==> config.mk <==
export PLATFORM = sky130hd
export DESIGN_NAME = ib_div_16x8_s1
export DESIGN_NICKNAME = d
export VERILOG_FILES = /design/src/rtl/ib_div_pkg.sv /design/src/rtl/ib_div_step.sv /design/src/rtl/ib_div_16x8_s1.sv
export SDC_FILE = /design/constraint.sdc
export NUM_CORES = 1
export LEC_CHECK = 0
export BUFFER_PORTS_ARGS = -buffer_cell sky130_fd_sc_hd__buf_2
export CORE_MARGIN = 1
export CORE_UTILIZATION = 50
export CTS_BUF_LIST = sky130_fd_sc_hd__clkbuf_4 sky130_fd_sc_hd__clkbuf_8
export DETAILED_ROUTE_END_ITERATION = 8
export HOLD_SLACK_MARGIN = 0.15
export PLACE_DENSITY_LB_ADDON = 0.1
export SETUP_SLACK_MARGIN = 0.02
export SLEW_MARGIN = 10
export SYNTH_ARGS = -nofsm -noshare
export SYNTH_HDL_FRONTEND = slang
export SYNTH_HIERARCHICAL = 1
export SYNTH_SLANG_ARGS = --single-unit
==> constraint.sdc <==
create_clock -name i_clk -period 4.6 [get_ports i_clk]
set_input_delay 1.38 -clock i_clk [delete_from_list [all_inputs] [get_ports i_clk]]
set_output_delay 1.38 -clock i_clk [all_outputs]
set_load 0.01 [all_outputs]
==> src/rtl/ib_div_pkg.sv <==
// Shared definitions for the 16/8 unsigned restoring divider.
//   N_W, D_W, CNT_W : dividend, divisor and step-counter widths
//   state_e         : controller states
//   Q_DZ, R_DZ      : quotient/remainder presented after a divide by zero
package ib_div_pkg;

  localparam int unsigned N_W   = 16;
  localparam int unsigned D_W   = 8;
  localparam int unsigned CNT_W = 5;

  typedef enum logic [1:0] {
    IDLE,
    RUN,
    DONE
  } state_e;

  localparam logic [N_W-1:0] Q_DZ = 16'hFFFF;
  localparam logic [D_W-1:0] R_DZ = 8'hFF;

  // First step processes the dividend MSB.
  localparam logic [CNT_W-1:0] CNT_FIRST = CNT_W'(N_W - 1);

endpackage

==> src/rtl/ib_div_step.sv <==
// One combinational restoring-division iteration.
//   rem      : current remainder (D_W bits)
//   next_bit : next dividend bit, shifted in at the LSB
//   divisor  : divisor
//   next_rem : remainder after the conditional subtract
//   q_bit    : quotient bit produced by this iteration
module ib_div_step
  import ib_div_pkg::*;
(
  input  logic [D_W-1:0] rem,
  input  logic           next_bit,
  input  logic [D_W-1:0] divisor,
  output logic [D_W-1:0] next_rem,
  output logic           q_bit
);

  logic [D_W:0] partial;
  logic [D_W:0] diff;

  always_comb begin
    partial = {rem, next_bit};
    diff    = partial - {1'b0, divisor};
    q_bit   = (partial >= {1'b0, divisor});
    // When the subtract happens the result is below the divisor, so it fits in D_W bits;
    // when it does not, partial < divisor <= 255 so its top bit is already zero.
    next_rem = q_bit ? diff[D_W-1:0] : partial[D_W-1:0];
  end

endmodule

==> src/rtl/ib_div_16x8_s1.sv <==
// Sequential 16-bit by 8-bit unsigned restoring divider, one quotient bit per clock.
//   i_clk   : clock, rising edge
//   i_nrst  : synchronous active-low reset
//   i_start : start request, operands sampled on the same edge (ignored while busy)
//   i_n/i_d : dividend / divisor
//   o_q/o_r : quotient / remainder of the last completed operation
//   o_dz    : last completed operation had a zero divisor
//   o_busy  : division in progress
//   o_done  : one-cycle completion pulse
module ib_div_16x8_s1
  import ib_div_pkg::*;
(
  input  logic           i_clk,
  input  logic           i_nrst,
  input  logic           i_start,
  input  logic [N_W-1:0] i_n,
  input  logic [D_W-1:0] i_d,
  output logic [N_W-1:0] o_q,
  output logic [D_W-1:0] o_r,
  output logic           o_dz,
  output logic           o_busy,
  output logic           o_done
);

  state_e           state_q, state_d;
  logic [CNT_W-1:0] cnt_q, cnt_d;
  logic [N_W-1:0]   n_q, n_d;
  logic [D_W-1:0]   d_q, d_d;
  logic [D_W-1:0]   rem_q, rem_d;
  logic [N_W-1:0]   qacc_q, qacc_d;
  logic [N_W-1:0]   q_q, q_d;
  logic [D_W-1:0]   r_q, r_d;
  logic             dz_q, dz_d;

  logic [D_W-1:0]   step_rem;
  logic             step_q;

  ib_div_step u_step (
    .rem      (rem_q),
    .next_bit (n_q[cnt_q[CNT_W-2:0]]),
    .divisor  (d_q),
    .next_rem (step_rem),
    .q_bit    (step_q)
  );

  always_comb begin
    state_d = state_q;
    cnt_d   = cnt_q;
    n_d     = n_q;
    d_d     = d_q;
    rem_d   = rem_q;
    qacc_d  = qacc_q;
    q_d     = q_q;
    r_d     = r_q;
    dz_d    = dz_q;

    unique case (state_q)
      IDLE, DONE: begin
        if (i_start) begin
          state_d = RUN;
          cnt_d   = CNT_FIRST;
          n_d     = i_n;
          d_d     = i_d;
          rem_d   = '0;
          qacc_d  = '0;
        end else begin
          state_d = IDLE;
        end
      end
      RUN: begin
        rem_d  = step_rem;
        qacc_d = {qacc_q[N_W-2:0], step_q};
        if (cnt_q == '0) begin
          state_d = DONE;
          // Results are only published here so they stay frozen for the whole operation.
          if (d_q == '0) begin
            q_d  = Q_DZ;
            r_d  = R_DZ;
            dz_d = 1'b1;
          end else begin
            q_d  = {qacc_q[N_W-2:0], step_q};
            r_d  = step_rem;
            dz_d = 1'b0;
          end
        end else begin
          cnt_d = cnt_q - CNT_W'(1);
        end
      end
      default: state_d = IDLE;
    endcase
  end

  always_ff @(posedge i_clk) begin
    if (!i_nrst) begin
      state_q <= IDLE;
      cnt_q   <= '0;
      n_q     <= '0;
      d_q     <= '0;
      rem_q   <= '0;
      qacc_q  <= '0;
      q_q     <= '0;
      r_q     <= '0;
      dz_q    <= 1'b0;
    end else begin
      state_q <= state_d;
      cnt_q   <= cnt_d;
      n_q     <= n_d;
      d_q     <= d_d;
      rem_q   <= rem_d;
      qacc_q  <= qacc_d;
      q_q     <= q_d;
      r_q     <= r_d;
      dz_q    <= dz_d;
    end
  end

  assign o_q    = q_q;
  assign o_r    = r_q;
  assign o_dz   = dz_q;
  assign o_busy = (state_q == RUN);
  assign o_done = (state_q == DONE);

endmodule

==> results.py, run 1 <==
metrics = {
    "global_routing": {
        "grt_use_met2": 0.3384,
        "antenna_found_initial": 0,
        "track_usage": 0.2038,
        "busiest_layer": "met2",
        "met1_usage": 0.2622,
        "grt_pass1_wl_mm": 12.02,
        "grt_max_degree": 80,
        "grt_pass1_vias": 2607,
        "grt_use_met3": 0.04381,
        "grt-ovfl-total": 0,
    },
    "timing": {
        "tightestPinTransition_ns": 1.144,
        "skew_ns": 0.01266,
        "slew_headroom": 0.2376,
        "period_needed_ns": 3.467,
        "hold_viol_final": 0,
        "slew_viol_final": 0,
        "fmax_ghz": 0.2884,
        "fin_crit_sh": 0.7537,
        "rsz0062_at_grt": "false",
        "setup_viol": 0,
        "fin_setup_tns_ns": 0,
    },
    "critical_path": {
        "worst_path_largest_cell_delay_ns": 0.56,
        "cp.required_ns": 4.85,
        "critPathBufInv": 1,
        "worstPathCellList": "mux4_2, and2_1, a211oi_1, a21oi_1, inv_1, ha_1, or2b_1, a21oi_2, o21ai_2, a41oi_4, mux2_2, a22oi_1, nor2b_1",
        "arrival_ns": 3.71,
        "critPathKind": "register to register",
        "cp_max_fo": 9,
        "cp-start-kind": "register",
        "cp-end-kind": "register",
        "crit_path_top_delay_cell": "mux4_2",
        "critical-path-top-delay-family": "compound AO/OA/AOI/OAI gates",
    },
    "layout": {
        "fillCellCount": 626,
        "drive_above_1_share": 0.2287,
        "multi_input_area_um2": 1768,
        "stdcell_count": 507,
        "layout.nets": 443,
        "post-route-util": 0.5908,
        "n_antenna_cell": 0,
        "area_delta_synth_final_pct": 13.15,
        "final-seq-area_um2": 1582,
    },
    "clocking": {
        "cts_tree": "built",
        "cts_buffer_depth": 2,
        "clkTransAtPathRegs_ns": 0.09,
        "root_buffer": "clkbuf_8",
        "insertion_delay_ns": 0.35,
        "postCtsHoldBufs": 0,
        "cts_resized": 0,
        "clock-sinks": 79,
        "htreeDepth": 3,
        "cts_setup_buffers": 0,
        "cts_buffers": 9,
    },
    "logic_synthesis": {
        "synth_top_area_frac": 0.4434,
        "synth_fp_nets": 405,
        "netlist_top_cells_area": "dfxtp_1 44%, o221a_1 6.3%, nand2_1 5.9%, a21boi_0 5.1%, a22oi_1 4.8%",
        "netlist_area_um2": 3567,
        "synth-main-ff-cell": "dfxtp_1",
        "synth_warnings": 6,
        "seq_area_frac_synth": 0.4434,
        "async_flop_share": 0,
        "synth_area_per_cell_um2": 9.693,
        "synth_area_leader_cell": "dfxtp_1",
        "synthCells": 368,
        "ys_seq_elements": 79,
        "yosysUniqueCellTypes": 52,
        "synth_edf_count": 0,
    },
    "routing": {
        "num_vias": 2736,
        "wl_per_cell_um": 13.82,
        "drc": 0,
        "first_pass_iters": 4,
        "wl_mm": 7.009,
        "ant_nets": 0,
        "drtIter0Drc": 90,
        "viasPerCell": 5.396,
    },
    "placement": {
        "dp_hpwl_mm": 4.618,
        "gp_congestion": 0.7931,
        "io_buffers": 53,
        "dp_cells": 491,
    },
    "power_and_ir_drop": {
        "power_per_cell_area_nw_per_um2": 418.9,
        "power.leakage_nw": 1.630,
        "ir_drop_mv": 0.2249,
    },
    "floorplanning": {
        "fp.dieH_um": 86.47,
        "die_w_um": 86.47,
        "start_util": 0.5222,
        "coreArea_um2": 6832,
        "rows": 30,
        "io_pins": 54,
        "dieArea_um2": 7476,
    },
    "outcome": {
        "status": "finished, final reports clean",
    },
    "hold_path": {
        "holdCritPathClass": "register to register",
    },
    "flow_run": {
        "cap_violations": 0,
    },
}
==> registers in the layout, indices dropped and copies added (netlist names) <==
register  count
d_q           8
cnt_q         5
o_r           8
o_dz          1
o_q          16
qacc_q       15
state_q       2
rem_q         8
n_q          16
==> where the power goes <==
group | leakage (nW) | switching, mW | total (mW) | internal [mW]
clock network | 0.103 | 0.277 | 0.538 | 0.261
registers | 0.644 | 0.0391 | 0.767 | 0.728
logic | 0.884 | 0.206 | 0.386 | 0.180
total | 1.63 | 0.522 | 1.69 | 1.17
==> cell usage in the layout (no fill, tap or decap), types with 2 or more instances in the layout <==
cell type | netlist | layout
mux4_2 | 3 | 3
nor2_1 | 5 | 5
nor3b_1 | 2 | 2
a211oi_1 | 2 | 2
nand2b_1 | 3 | 3
a21boi_0 | 24 | 24
mux2i_1 | 3 | 3
ha_1 | 9 | 9
nor2b_1 | 26 | 26
buf_2 | 6 | 53
a21o_1 | 3 | 3
nor4_1 | 3 | 3
dfxtp_1 | 79 | 79
mux2_2 | 6 | 6
buf_4 | 1 | 4
o221a_2 | 4 | 4
nand2_1 | 56 | 56
a21oi_2 | 2 | 2
nand3_1 | 5 | 5
nor3_1 | 3 | 3
a22oi_1 | 23 | 23
inv_6 | 0 | 3
inv_1 | 16 | 16
o21ai_0 | 7 | 7
clkbuf_8 | 0 | 9
xnor2_1 | 2 | 2
and2_1 | 3 | 3
a21oi_1 | 7 | 7
o221a_1 | 20 | 20
==> cells in the mapped netlist, drive strengths merged (2+ instances only) <==
master and count:
dfxtp 79, a211oi 2, mux2i 3, o221a 24
nand3 5, nor4 3, o21ai 8, nor2b 26
buf 12, a21oi 9, mux2 6, clkbuf 18
nor3 3, nor2 5, inv 17, a22oi 23
and2 3, nand2b 3, a21boi 25, nand2 57
xnor2 2, a21o 3, nor3b 2, mux4 3
ha 9
==> metal layers <==
layer,up-vias,share of wire
met1,1276,0.49
met4,0,0.012
met5,-,0
met3,8,0.036
li1,1393,-
met2,59,0.47
==> cell families (layout without fill, tap and decap cells) <==
kind of cell               after synthesis  count (layout)  share of synthesized area
buffers and inverters                   47              90                    0.06103
and+or+nand+nor                        111             111                     0.1564
adders and majority gates               10              10                    0.03718
xor gates and xnor gates                 3               3                   0.007367
AOI/OAI and AO/OA                      106             106                     0.2483
DFF                                     79              79                     0.4434
muxes                                   12              12                    0.04630
==> worst paths after layout <==
kind	start	endpoint	slack, ns	depth (start not counted)
worst max-delay path	cnt_q[1]	rem_q[5]	1.13	13
worst min-delay path	n_q[15]	n_q[15]	0.48	2
worst min register to register	n_q[15]	n_q[15]	0.48	2
worst max register to register	cnt_q[1]	rem_q[5]	1.13	13
==> metrics by stage <==
stage	hold WS, ns	cell area [um2]	total power [mW]	setup slack (ns)
detailed placement	0.4641	3829	1.168	1.128
global route	0.4987	4036	1.783	0.9239
global placement	0.4565	3829	1.163	1.242
finish	0.4759	4036	1.691	1.133
CTS	0.4774	4036	1.706	1.122
floorplan	0.4400	3567	1.083	1.289
==> cell type report <==
class | count | share of cell area
clock buffers | 9 | 0.03069
inverters | 17 | 0.01581
multi-input cells | 242 | 0.4380
clock inverters | 7 | 0.02077
repair buffers | 57 | 0.07316
well taps | 96 | 0.02976
flip-flops and latches | 79 | 0.3918
==> worst reg2reg max path: cells and delay by family, from the launching register on <==
family          cells  cell delay (ns)
flops               1             0.54
simple gates        3             0.47
compound gates      6             1.05
buf+inv             1             0.09
fa+ha+maj           1             0.25
mux                 2             0.96
Note: power is estimated with default switching activity, not from simulation.
==> inputs of run 2 (changes only) <==
Clock period 4.6 ns to 3.07 ns, I/O delays scaled along.
==> results.py, run 2 (synthesis results as in run 1) <==
metrics = {
    "timing": {
        "hold_viol_final": 0,
        "period_needed_ns": 3.063,
        "finalWorstSetupSlack_ns": 0.007371,
        "rsz0062_at_grt": "true",
        "fmax_ghz": 0.3265,
        "skew_ns": 0.006268,
        "tightestPinTransition_ns": 0.5570,
        "slew_viol_final": 0,
        "fin_crit_sh": 0.9976,
        "slew_headroom": 0.6270,
        "setup_viol": 0,
    },
    "floorplanning": {
        "dieArea_um2": 7476,
        "coreArea_um2": 6832,
        "io_pins": 54,
        "start_util": 0.5222,
        "fp.dieH_um": 86.47,
        "die_w_um": 86.47,
        "rows": 30,
    },
    "critical_path": {
        "worstPathCellList": "mux4_2, o22ai_2, a31o_2, a21oi_2, inv_2, ha_4, fa_2, nor2b_2, o31a_1, nor4_1, a311o_1, mux2_4, a22oi_2, nor2b_1",
        "cp-end-kind": "register",
        "endpoint": "rem_q[6]",
        "cp.required_ns": 3.31,
        "rrSetupSlack_ns": 0.007,
        "ff2ff_path_depth": 14,
        "regToRegStartpoint": "cnt_q[0]",
        "startpoint": "cnt_q[0]",
        "arrival_ns": 3.31,
        "worst_path_largest_cell_delay_ns": 0.41,
        "cp-start-kind": "register",
        "regToRegEndpoint": "rem_q[6]",
        "critPathKind": "register to register",
        "cp_max_fo": 3,
        "crit_path_top_delay_cell": "fa_2",
    },
    "routing": {
        "num_vias": 2919,
        "drc": 0,
        "first_pass_iters": 4,
        "drtIter0Drc": 154,
        "viasPerCell": 5.436,
        "dr_wl_met2_mm": 4.012,
        "wl_mm": 8.015,
        "wl_per_cell_um": 14.93,
        "ant_nets": 0,
        "wl_met1_mm": 3.589,
        "route.met3.wl_um": 312,
        "highest_layer": "met4",
    },
    "power_and_ir_drop": {
        "power.leakage_nw": 1.805,
        "power_per_cell_area_nw_per_um2": 641.2,
        "ir_drop_mv": 0.3587,
    },
    "hold_path": {
        "holdCritPathClass": "register to register",
        "hold_path_startpoint": "n_q[1]",
    },
    "clocking": {
        "cts_buffers": 9,
        "postCtsHoldBufs": 0,
        "cts_buffer_depth": 2,
        "root_buffer": "clkbuf_8",
        "htreeDepth": 3,
        "clkTransAtPathRegs_ns": 0.08,
        "insertion_delay_ns": 0.35,
        "clock-sinks": 79,
        "cts_tree": "built",
    },
    "layout": {
        "n_antenna_cell": 0,
        "drive_above_1_share": 0.3243,
        "area_delta_synth_final_pct": 23.15,
        "post-route-util": 0.6430,
        "layout.nets": 473,
        "final_cell_mix": "77 x dfxtp_1, 56 x nand2_1, 53 x buf_2",
        "final_common_cell": "dfxtp_1",
        "stdcell_count": 537,
    },
    "placement": {
        "dpl_worst_slack_ns": -0.07526,
        "io_buffers": 53,
        "gp_congestion": 0.7918,
        "dp_cells": 502,
        "dp_hpwl_mm": 4.953,
    },
    "global_routing": {
        "grt_pass1_wl_mm": 13.08,
        "antenna_found_initial": 0,
        "grt_pass1_vias": 2723,
        "track_usage": 0.2247,
        "grt_max_degree": 31,
        "grt-ovfl-total": 0,
    },
    "flow_run": {
        "cap_violations": 0,
    },
    "outcome": {
        "status": "finished, final reports clean",
    },
}
run 2: cell type report:
cell class	count	area, um2
fill	590	2439
multi-input combinational	242	1879
sequential	79	1587
timing repair buffer	87	535.5
clock buffer	12	152.6
tap	96	120.1
inverter	17	63.81
clock inverter	4	55.05
run 2: repair_timing:
action                                  4_1_cts  5_1_grt
pin swaps                                    10       14
resized for setup                            14       14
endpoints found under the setup margin       14       16
setup buffers                                16        4
run 2: worst min path at each step:
| stage | depth (start not counted) | slack [ns] | end |
|---|---|---|---|
| after detailed placement | 2 | 0.46 | n_q[5] |
| after global placement | 2 | 0.45 | n_q[14] |
| after floorplan | 2 | 0.44 | n_q[15] |
| after CTS | 2 | 0.47 | n_q[5] |
| final | 2 | 0.46 | n_q[1] |
| after global routing | 2 | 0.49 | n_q[5] |
run 2: metrics by stage:
stage          hold slack, ns  setup TNS [ns]  power [mW]  area [um2]
3_3_place_gp           0.4512        -0.09688       1.795        3923
2_1_floorplan          0.4400               0       1.633        3588
6_report               0.4643               0       2.817        4393
5_1_grt                0.4883         -0.4687       2.965        4393
3_5_place_dp           0.4566         -0.6203       1.800        3923
4_1_cts                0.4687               0       2.741        4308
run 2: worst max-delay path, delay by kind of cell, from the launching register on:
family | cells | cell delay, ns
compound gates | 6 | 1.08
fa+ha+maj | 2 | 0.58
buf+inv | 1 | 0.07
flops | 1 | 0.34
mux | 2 | 0.61
simple gates | 3 | 0.27
run 2: where the power goes:
part           internal [mW]  total (mW)  switching [mW]
clock network          0.419       0.795           0.376
logic                  0.469       0.879           0.410
registers               1.09        1.14          0.0521
total                   1.98        2.82           0.837
run 2: routing by layer:
layer / vias up / global-route usage
met5: - / 0
met4: 0 / 0.06667
met3: 11 / 0.06190
li1: 1453 / -
met1: 1389 / 0.2715
met2: 66 / 0.3903
